**src/rtl/pkt_gen_pkg.sv**
```systemverilog
// Shared types and constants for the packet generator and its task scheduler.
// Holds the per-flow configuration record layout and the scheduler FSM encoding.
package pkt_gen_pkg;

  localparam int FLOW_CNT_DEF   = 16;
  localparam int CNT_WIDTH_DEF  = 32;
  localparam int PKT_SIZE_WIDTH = 16;
  localparam int MOD_WIDTH      = 3;

  typedef struct packed {
    logic [PKT_SIZE_WIDTH-1:0] size;
    logic [CNT_WIDTH_DEF-1:0]  remaining;
    logic                      unlimited;
    logic                      enabled;
  } flow_cfg_t;

  typedef enum logic [1:0] {
    IDLE_S  = 2'd0,
    RUN_S   = 2'd1,
    DRAIN_S = 2'd2
  } sched_state_t;

endpackage

```
**src/rtl/pkt_task_sched_arb.sv**
```systemverilog
// Combinational round-robin arbiter: the search starts at ptr_i and wraps,
// returning a one-hot grant, its index and an any-grant flag.
module rr_arbiter #(
  parameter int FLOW_CNT       = 16,
  parameter int FLOW_CNT_WIDTH = (FLOW_CNT == 1) ? 1 : $clog2(FLOW_CNT)
) (
  input  logic [FLOW_CNT-1:0]       req_i,
  input  logic [FLOW_CNT_WIDTH-1:0] ptr_i,
  output logic [FLOW_CNT-1:0]       grant_o,
  output logic [FLOW_CNT_WIDTH-1:0] grant_idx_o,
  output logic                      any_grant_o
);

  localparam int SUM_W = FLOW_CNT_WIDTH + 1;

  logic [SUM_W-1:0]          w_cand;
  logic [FLOW_CNT_WIDTH-1:0] w_idx;
  logic                      w_found;

  // Walk candidates ptr, ptr+1, ... modulo FLOW_CNT; the first requester wins.
  always_comb begin
    w_cand  = '0;
    w_idx   = '0;
    w_found = 1'b0;
    for (int i = 0; i < FLOW_CNT; i++) begin
      w_cand = {1'b0, ptr_i} + SUM_W'(i);
      if (w_cand >= SUM_W'(FLOW_CNT)) begin
        w_cand = w_cand - SUM_W'(FLOW_CNT);
      end else begin
        w_cand = w_cand;
      end
      if (!w_found && req_i[w_cand[FLOW_CNT_WIDTH-1:0]]) begin
        w_found = 1'b1;
        w_idx   = w_cand[FLOW_CNT_WIDTH-1:0];
      end else begin
        w_found = w_found;
      end
    end
  end

  // Expand the winning index into a one-hot grant vector.
  always_comb begin
    grant_o = '0;
    if (w_found) begin
      grant_o[w_idx] = 1'b1;
    end else begin
      grant_o = '0;
    end
  end

  assign grant_idx_o = w_idx;
  assign any_grant_o = w_found;

endmodule

```
**src/rtl/pkt_task_sched.sv**
```systemverilog
// Multi-flow task scheduler feeding the packet generator: per-flow size/count
// configuration, round-robin selection and a single show-ahead task register.
module pkt_task_sched
  import pkt_gen_pkg::*;
#(
  parameter int FLOW_CNT       = FLOW_CNT_DEF,
  parameter int FLOW_CNT_WIDTH = (FLOW_CNT == 1) ? 1 : $clog2(FLOW_CNT),
  parameter int CNT_WIDTH      = CNT_WIDTH_DEF
) (
  input  logic                      clk_i,
  input  logic                      rst_n_i,
  input  logic                      run_i,
  input  logic                      cfg_wr_i,
  input  logic [FLOW_CNT_WIDTH-1:0] cfg_flow_i,
  input  logic [PKT_SIZE_WIDTH-1:0] cfg_size_i,
  input  logic [CNT_WIDTH-1:0]      cfg_pkt_cnt_i,
  output logic [FLOW_CNT_WIDTH-1:0] pkt_task_str_o,
  output logic [PKT_SIZE_WIDTH-1:0] pkt_task_size_o,
  output logic                      pkt_task_val_o,
  input  logic                      pkt_task_rd_req_i,
  output logic [FLOW_CNT-1:0]       flow_active_o,
  output logic                      done_o
);

  logic [PKT_SIZE_WIDTH-1:0] r_size      [FLOW_CNT];
  logic [CNT_WIDTH-1:0]      r_remaining [FLOW_CNT];
  logic [FLOW_CNT-1:0]       r_unlimited;
  logic [FLOW_CNT-1:0]       r_enabled;

  logic [FLOW_CNT_WIDTH-1:0] r_ptr;
  logic [FLOW_CNT_WIDTH-1:0] r_task_str;
  logic [PKT_SIZE_WIDTH-1:0] r_task_size;
  logic                      r_task_val;

  sched_state_t r_state;
  sched_state_t w_state_nxt;

  logic [FLOW_CNT-1:0]       w_eligible;
  logic [FLOW_CNT-1:0]       w_grant;
  logic [FLOW_CNT_WIDTH-1:0] w_grant_idx;
  logic                      w_any;
  logic                      w_load;

  // A flow is eligible while enabled and it still has packets left to send.
  always_comb begin
    w_eligible = '0;
    for (int f = 0; f < FLOW_CNT; f++) begin
      w_eligible[f] = r_enabled[f] & (r_unlimited[f] | (r_remaining[f] != '0));
    end
  end

  rr_arbiter #(
    .FLOW_CNT       (FLOW_CNT),
    .FLOW_CNT_WIDTH (FLOW_CNT_WIDTH)
  ) u_arb (
    .req_i       (w_eligible),
    .ptr_i       (r_ptr),
    .grant_o     (w_grant),
    .grant_idx_o (w_grant_idx),
    .any_grant_o (w_any)
  );

  assign w_load = run_i & (~r_task_val | pkt_task_rd_req_i) & w_any;

  // Per-flow configuration; a same-cycle write overrides the load decrement.
  always_ff @(posedge clk_i or negedge rst_n_i) begin
    if (!rst_n_i) begin
      for (int f = 0; f < FLOW_CNT; f++) begin
        r_size[f]      <= '0;
        r_remaining[f] <= '0;
      end
      r_unlimited <= '0;
      r_enabled   <= '0;
    end else begin
      for (int f = 0; f < FLOW_CNT; f++) begin
        if (cfg_wr_i && (cfg_flow_i == FLOW_CNT_WIDTH'(f))) begin
          r_size[f]      <= cfg_size_i;
          r_remaining[f] <= cfg_pkt_cnt_i;
          r_unlimited[f] <= (cfg_pkt_cnt_i == '0);
          r_enabled[f]   <= (cfg_size_i != '0);
        end else if (w_load && w_grant[f] && !r_unlimited[f]) begin
          r_remaining[f] <= r_remaining[f] - CNT_WIDTH'(1);
        end
      end
    end
  end

  // Task register and round-robin pointer; the task captures the pre-write size.
  always_ff @(posedge clk_i or negedge rst_n_i) begin
    if (!rst_n_i) begin
      r_task_str  <= '0;
      r_task_size <= '0;
      r_task_val  <= 1'b0;
      r_ptr       <= '0;
    end else if (w_load) begin
      r_task_str  <= w_grant_idx;
      r_task_size <= r_size[w_grant_idx];
      r_task_val  <= 1'b1;
      r_ptr       <= (w_grant_idx == FLOW_CNT_WIDTH'(FLOW_CNT - 1)) ?
                     '0 : (w_grant_idx + FLOW_CNT_WIDTH'(1));
    end else if (pkt_task_rd_req_i && r_task_val) begin
      r_task_val  <= 1'b0;
    end
  end

  // Scheduler state register.
  always_ff @(posedge clk_i or negedge rst_n_i) begin
    if (!rst_n_i) begin
      r_state <= IDLE_S;
    end else begin
      r_state <= w_state_nxt;
    end
  end

  // Next-state logic: DRAIN keeps a held task until it is popped.
  always_comb begin
    w_state_nxt = r_state;
    case (r_state)
      IDLE_S: begin
        if (run_i) begin
          w_state_nxt = RUN_S;
        end else begin
          w_state_nxt = IDLE_S;
        end
      end
      RUN_S: begin
        if (run_i) begin
          w_state_nxt = RUN_S;
        end else if (r_task_val) begin
          w_state_nxt = DRAIN_S;
        end else begin
          w_state_nxt = IDLE_S;
        end
      end
      DRAIN_S: begin
        if (run_i) begin
          w_state_nxt = RUN_S;
        end else if (!r_task_val || pkt_task_rd_req_i) begin
          w_state_nxt = IDLE_S;
        end else begin
          w_state_nxt = DRAIN_S;
        end
      end
      default: begin
        w_state_nxt = IDLE_S;
      end
    endcase
  end

  assign pkt_task_str_o  = r_task_str;
  assign pkt_task_size_o = r_task_size;
  assign pkt_task_val_o  = r_task_val;
  assign flow_active_o   = w_eligible;
  assign done_o          = run_i & ~(|w_eligible) & ~r_task_val;

endmodule

```
**config.mk**
```make
export PLATFORM = sky130hd
export DESIGN_NAME = pkt_task_sched
export DESIGN_NICKNAME = d
export VERILOG_FILES = /design/src/rtl/pkt_gen_pkg.sv /design/src/rtl/pkt_task_sched_arb.sv /design/src/rtl/pkt_task_sched.sv
export SDC_FILE = /design/constraint.sdc
export NUM_CORES = 2
export LEC_CHECK = 0
export CORE_ASPECT_RATIO = 1.4
export CORE_UTILIZATION = 63
export DETAILED_ROUTE_END_ITERATION = 10
export PLACE_DENSITY = 0.81
export SLEW_MARGIN = 5
export SYNTH_ARGS = -nofsm -noshare
export SYNTH_HDL_FRONTEND = slang
export SYNTH_HIERARCHICAL = 1
export SYNTH_SLANG_ARGS = --single-unit
```
**constraint.sdc**
```tcl
create_clock -name clk_i -period 9.68 [get_ports clk_i]
set_clock_uncertainty 0.15 [all_clocks]
set_input_delay 0.968 -clock clk_i [delete_from_list [all_inputs] [get_ports clk_i]]
set_output_delay 0.968 -clock clk_i [all_outputs]
set_load 0.01 [all_outputs]
```
==> run metrics <==
synthesized area per cell=10.0 um^2; FFs w/ async S/R, synth=1.00; combinational family with the most area after synthesis=simple AND/OR/NAND/NOR gates; Die Y-Extent=317 um; worst hold path type=in2async; crit path launch type=register; clock buffer depth=3; Yosys top cell area share=0.461; Worst-path clk slew=70 ps; Finished Core Util=0.699; total CTS buffers=78; Critical Path Max Stage Delay=890 ps; Final min period=8220 ps; H-tree depth=3; Layout Nets=4498; 1st-iter DRT viols=3602; CTS tree=done; post-synthesis compound-gate area fraction=0.0803; root buf cell=clkbuf_16; via/cell ratio=6.46; Top Family by Delay on Critical Path=simple AND/OR/NAND/NOR gates; DRC=0; share of layout cells above drive strength 1=0.152; worst hold slack=235 ps; RSZ-0062 raised after global routing=false; crit-path cells=or4_1 > nor4b_1 > nand2_1 > o31a_1 > mux4_1 > mux4_2 > or4_4 > or3_4 > nor2_4 > a221oi_2 > nor2_4 > nand2_2 > nor2_1 > nor2b_1 > nand4_1 > nor4_1 > nand3b_1 > xor2_1 > a21oi_1; PortBufs=94; syn_nets=4554; Worst R2R End=r_remaining[89]$_DFFE_PN0P_; Global Route Usage Sum=0.371; global-route wire length before repair=201000 um; FF-to-FF Start=r_remaining[426]$_DFFE_PN0P_; Setup Viol. Count Final=0; GRT busiest layer=met2; status=finished, final reports clean; leading area contributor after synthesis=dfrtp_1; total wire length=131000 um; row cnt=115; Final Max Tran Viols=0; Least-Margin Pin Slew=1250 ps; PwrDens=345 nW/um^2; Leak=19.1 nW; Critical Path Slowest Stage Cell=nor4_1; met2 Track Usage GR=0.604; Final Hold Viols=0; GR Overflow Total=0; Critical path origin=r_remaining[426]$_DFFE_PN0P_; combinational share of power=0.486; Synth Area in XOR/XNOR=0.0985; largest net degree at the start of global routing=198; crit path capture type=register; I/O pin count=95; Worst EP arrival=8590 ps; sw power=6.71 mW; internal power=10.2 mW; prevailing post-synth register cell=dfrtp_1; core area=70200 um^2; Final Wtd Congestion=1.02; library cells used by synthesis=91; max_slew headroom=0.156; hpwl dp=78900 um; Sw Ratio=0.397; setup slack after layout=1460 ps; initial antenna violation count=4; crit path to=r_remaining[89]$_DFFE_PN0P_; Peak VDD IR=573 uV; met3 Resource Use GR=0.0650; Die Wd=227 um; Vias=34861; routed len/inst=24.3 um; Finished Cell Area=49100 um^2; GR Layer Usage met1=0.442; worst reg-to-reg setup slack=1460 ps; Post-CTS Setup Bufs=0; Crit Path Max Fanout=15; Crit Path Class=reg2reg; Initial Utilization=0.637; post-synthesis cell area=44700 um^2; Max Freq=0.122 GHz; Commonest cells post-synth=825 x dfrtp_1, 480 x nand2_1, 445 x nor2_1; Synth Instances=4457; post-CTS sizing=0; DP Area=46400 um^2; most common cell in the synthesized netlist=dfrtp_1; register area share after synthesis=0.461; number of global-route vias before repair=34974; #FFs+latches synth=825; die footprint=72100 um^2; CP required=10050 ps; Synth area leaders=dfrtp_1 46%, mux2_2 7.4%, xnor2_1 6.9%; worst slack, placed=1650 ps; Worst path depth=19; Clk pwr share=0.191; final worst-path cycle share=0.849; clock sinks=825; reg2reg path depth=19; Post-Synth Adder-Cell Area=0.0112; Fin Setup TNS=0 ps; Skew-Pair Late Insertion Delay=690 ps; EDFF count, synth=0; Max-Cap Viols=0; YS warnings=6; Antenna Nets Post-Route=0; Critical Path Most Common Cell=nor2_4; area growth from synthesis to layout=9.68%; sequential share of power=0.323; Antenna diodes=0; First-pass DRT Iterations=6; Simple-Gate Fraction of Synth Area=0.182; multiplexer share of the synthesized area=0.136; cts-stage hold buffer count=0; CP bufs+invs=0
## power by group through the flow
stage	combinational, mW	sequential (mW)	clock, mW
after floorplan	6.18	5.24	0
after CTS	8.14	5.44	3.25
final	8.22	5.47	3.23
after detailed placement	8.01	5.46	0
after global routing	8.80	5.59	3.38
after global placement	7.85	5.40	0
## layer usage
| metal | up-vias | part of all wire |
|---|---|---|
| met1 | 17196 | 0.37 |
| met2 | 1568 | 0.47 |
| met5 | - | 0.00027 |
| met4 | 6 | 0.081 |
| met3 | 552 | 0.077 |
| li1 | 15539 | - |
## flip-flops by register name, indices dropped and copies added (netlist names)
signal / flops
pkt_task_size_o: 16
pkt_task_str_o: 4
pkt_task_val_o: 1
r_enabled: 16
r_ptr: 4
r_remaining: 512
r_size: 256
r_unlimited: 16
## final cells by class
cell class,count,area [um^2]
tap,936,1170
clock buffer,113,2270
fill,5055,21200
inverter,46,173
sequential,825,20600
clock inverter,27,413
timing repair buffer,166,1540
multi-input combinational,3284,22900
## metrics by stage
stage,power (mW),std cells
after detailed placement,13.5,5257
final,16.9,5397
after CTS,16.8,5397
after global routing,17.8,5397
after floorplan,11.4,4457
after global placement,13.2,5257
## cell families after synthesis
family	after synthesis
flops	825
buf+inv	348
mux	435
compound gates	652
fa+ha+maj	40
xor+xnor	502
simple gates	1655
## worst reg2reg max path, stage by stage, from the launching register on
cell and delay, ps:
dfrtp_1 400, or4_1 690, nor4b_1 660, nand2_1 150, o31a_1 450, mux4_1 600, mux4_2 640, or4_4 570
or3_4 450, nor2_4 140, a221oi_2 70, nor2_4 610, nand2_2 200, nor2_1 290, nor2b_1 290, nand4_1 290
nor4_1 890, nand3b_1 240, xor2_1 190, a21oi_1 80
## placed cells by master (no fill, tap or decap), types with 7 or more instances in the layout
cell type	instances
o211ai_1	7
clkinv_2	7
nor3b_1	9
buf_4	68
nor4_1	132
a22oi_1	8
clkbuf_16	78
o31a_1	11
clkbuf_8	19
mux2i_1	33
or2_2	24
xor2_1	150
xnor2_1	351
ha_1	40
nor2_1	437
or3_1	83
o21ai_0	333
a21oi_1	219
nor2b_1	29
a21o_1	9
a211oi_1	13
clkdlybuf4s50_1	93
or4_1	69
nor2_4	12
and4_1	7
nand4_1	40
nor3_1	154
nand2b_1	22
nand3_1	48
nor3_2	7
nand2_1	479
nand4b_1	17
mux2_2	293
and3_1	16
dfrtp_1	825
mux4_2	103
nand3b_1	19
inv_1	43
clkbuf_1	16
## worst min-delay path by stage
| stage | start | endpoint | slack, ps |
|---|---|---|---|
| global route | rst_n_i | r_remaining[453]$_DFFE_PN0P_ | 350 |
| floorplan | r_enabled[13]$_DFFE_PN0P_ | r_enabled[13]$_DFFE_PN0P_ | 300 |
| detailed placement | pkt_task_str_o[1]$_DFFE_PN0P_ | pkt_task_str_o[1]$_DFFE_PN0P_ | 310 |
| finish | rst_n_i | r_remaining[453]$_DFFE_PN0P_ | 240 |
| CTS | rst_n_i | r_remaining[422]$_DFFE_PN0P_ | 290 |
| global placement | r_enabled[13]$_DFFE_PN0P_ | r_enabled[13]$_DFFE_PN0P_ | 310 |
Note: power is estimated with default switching activity, not from simulation.
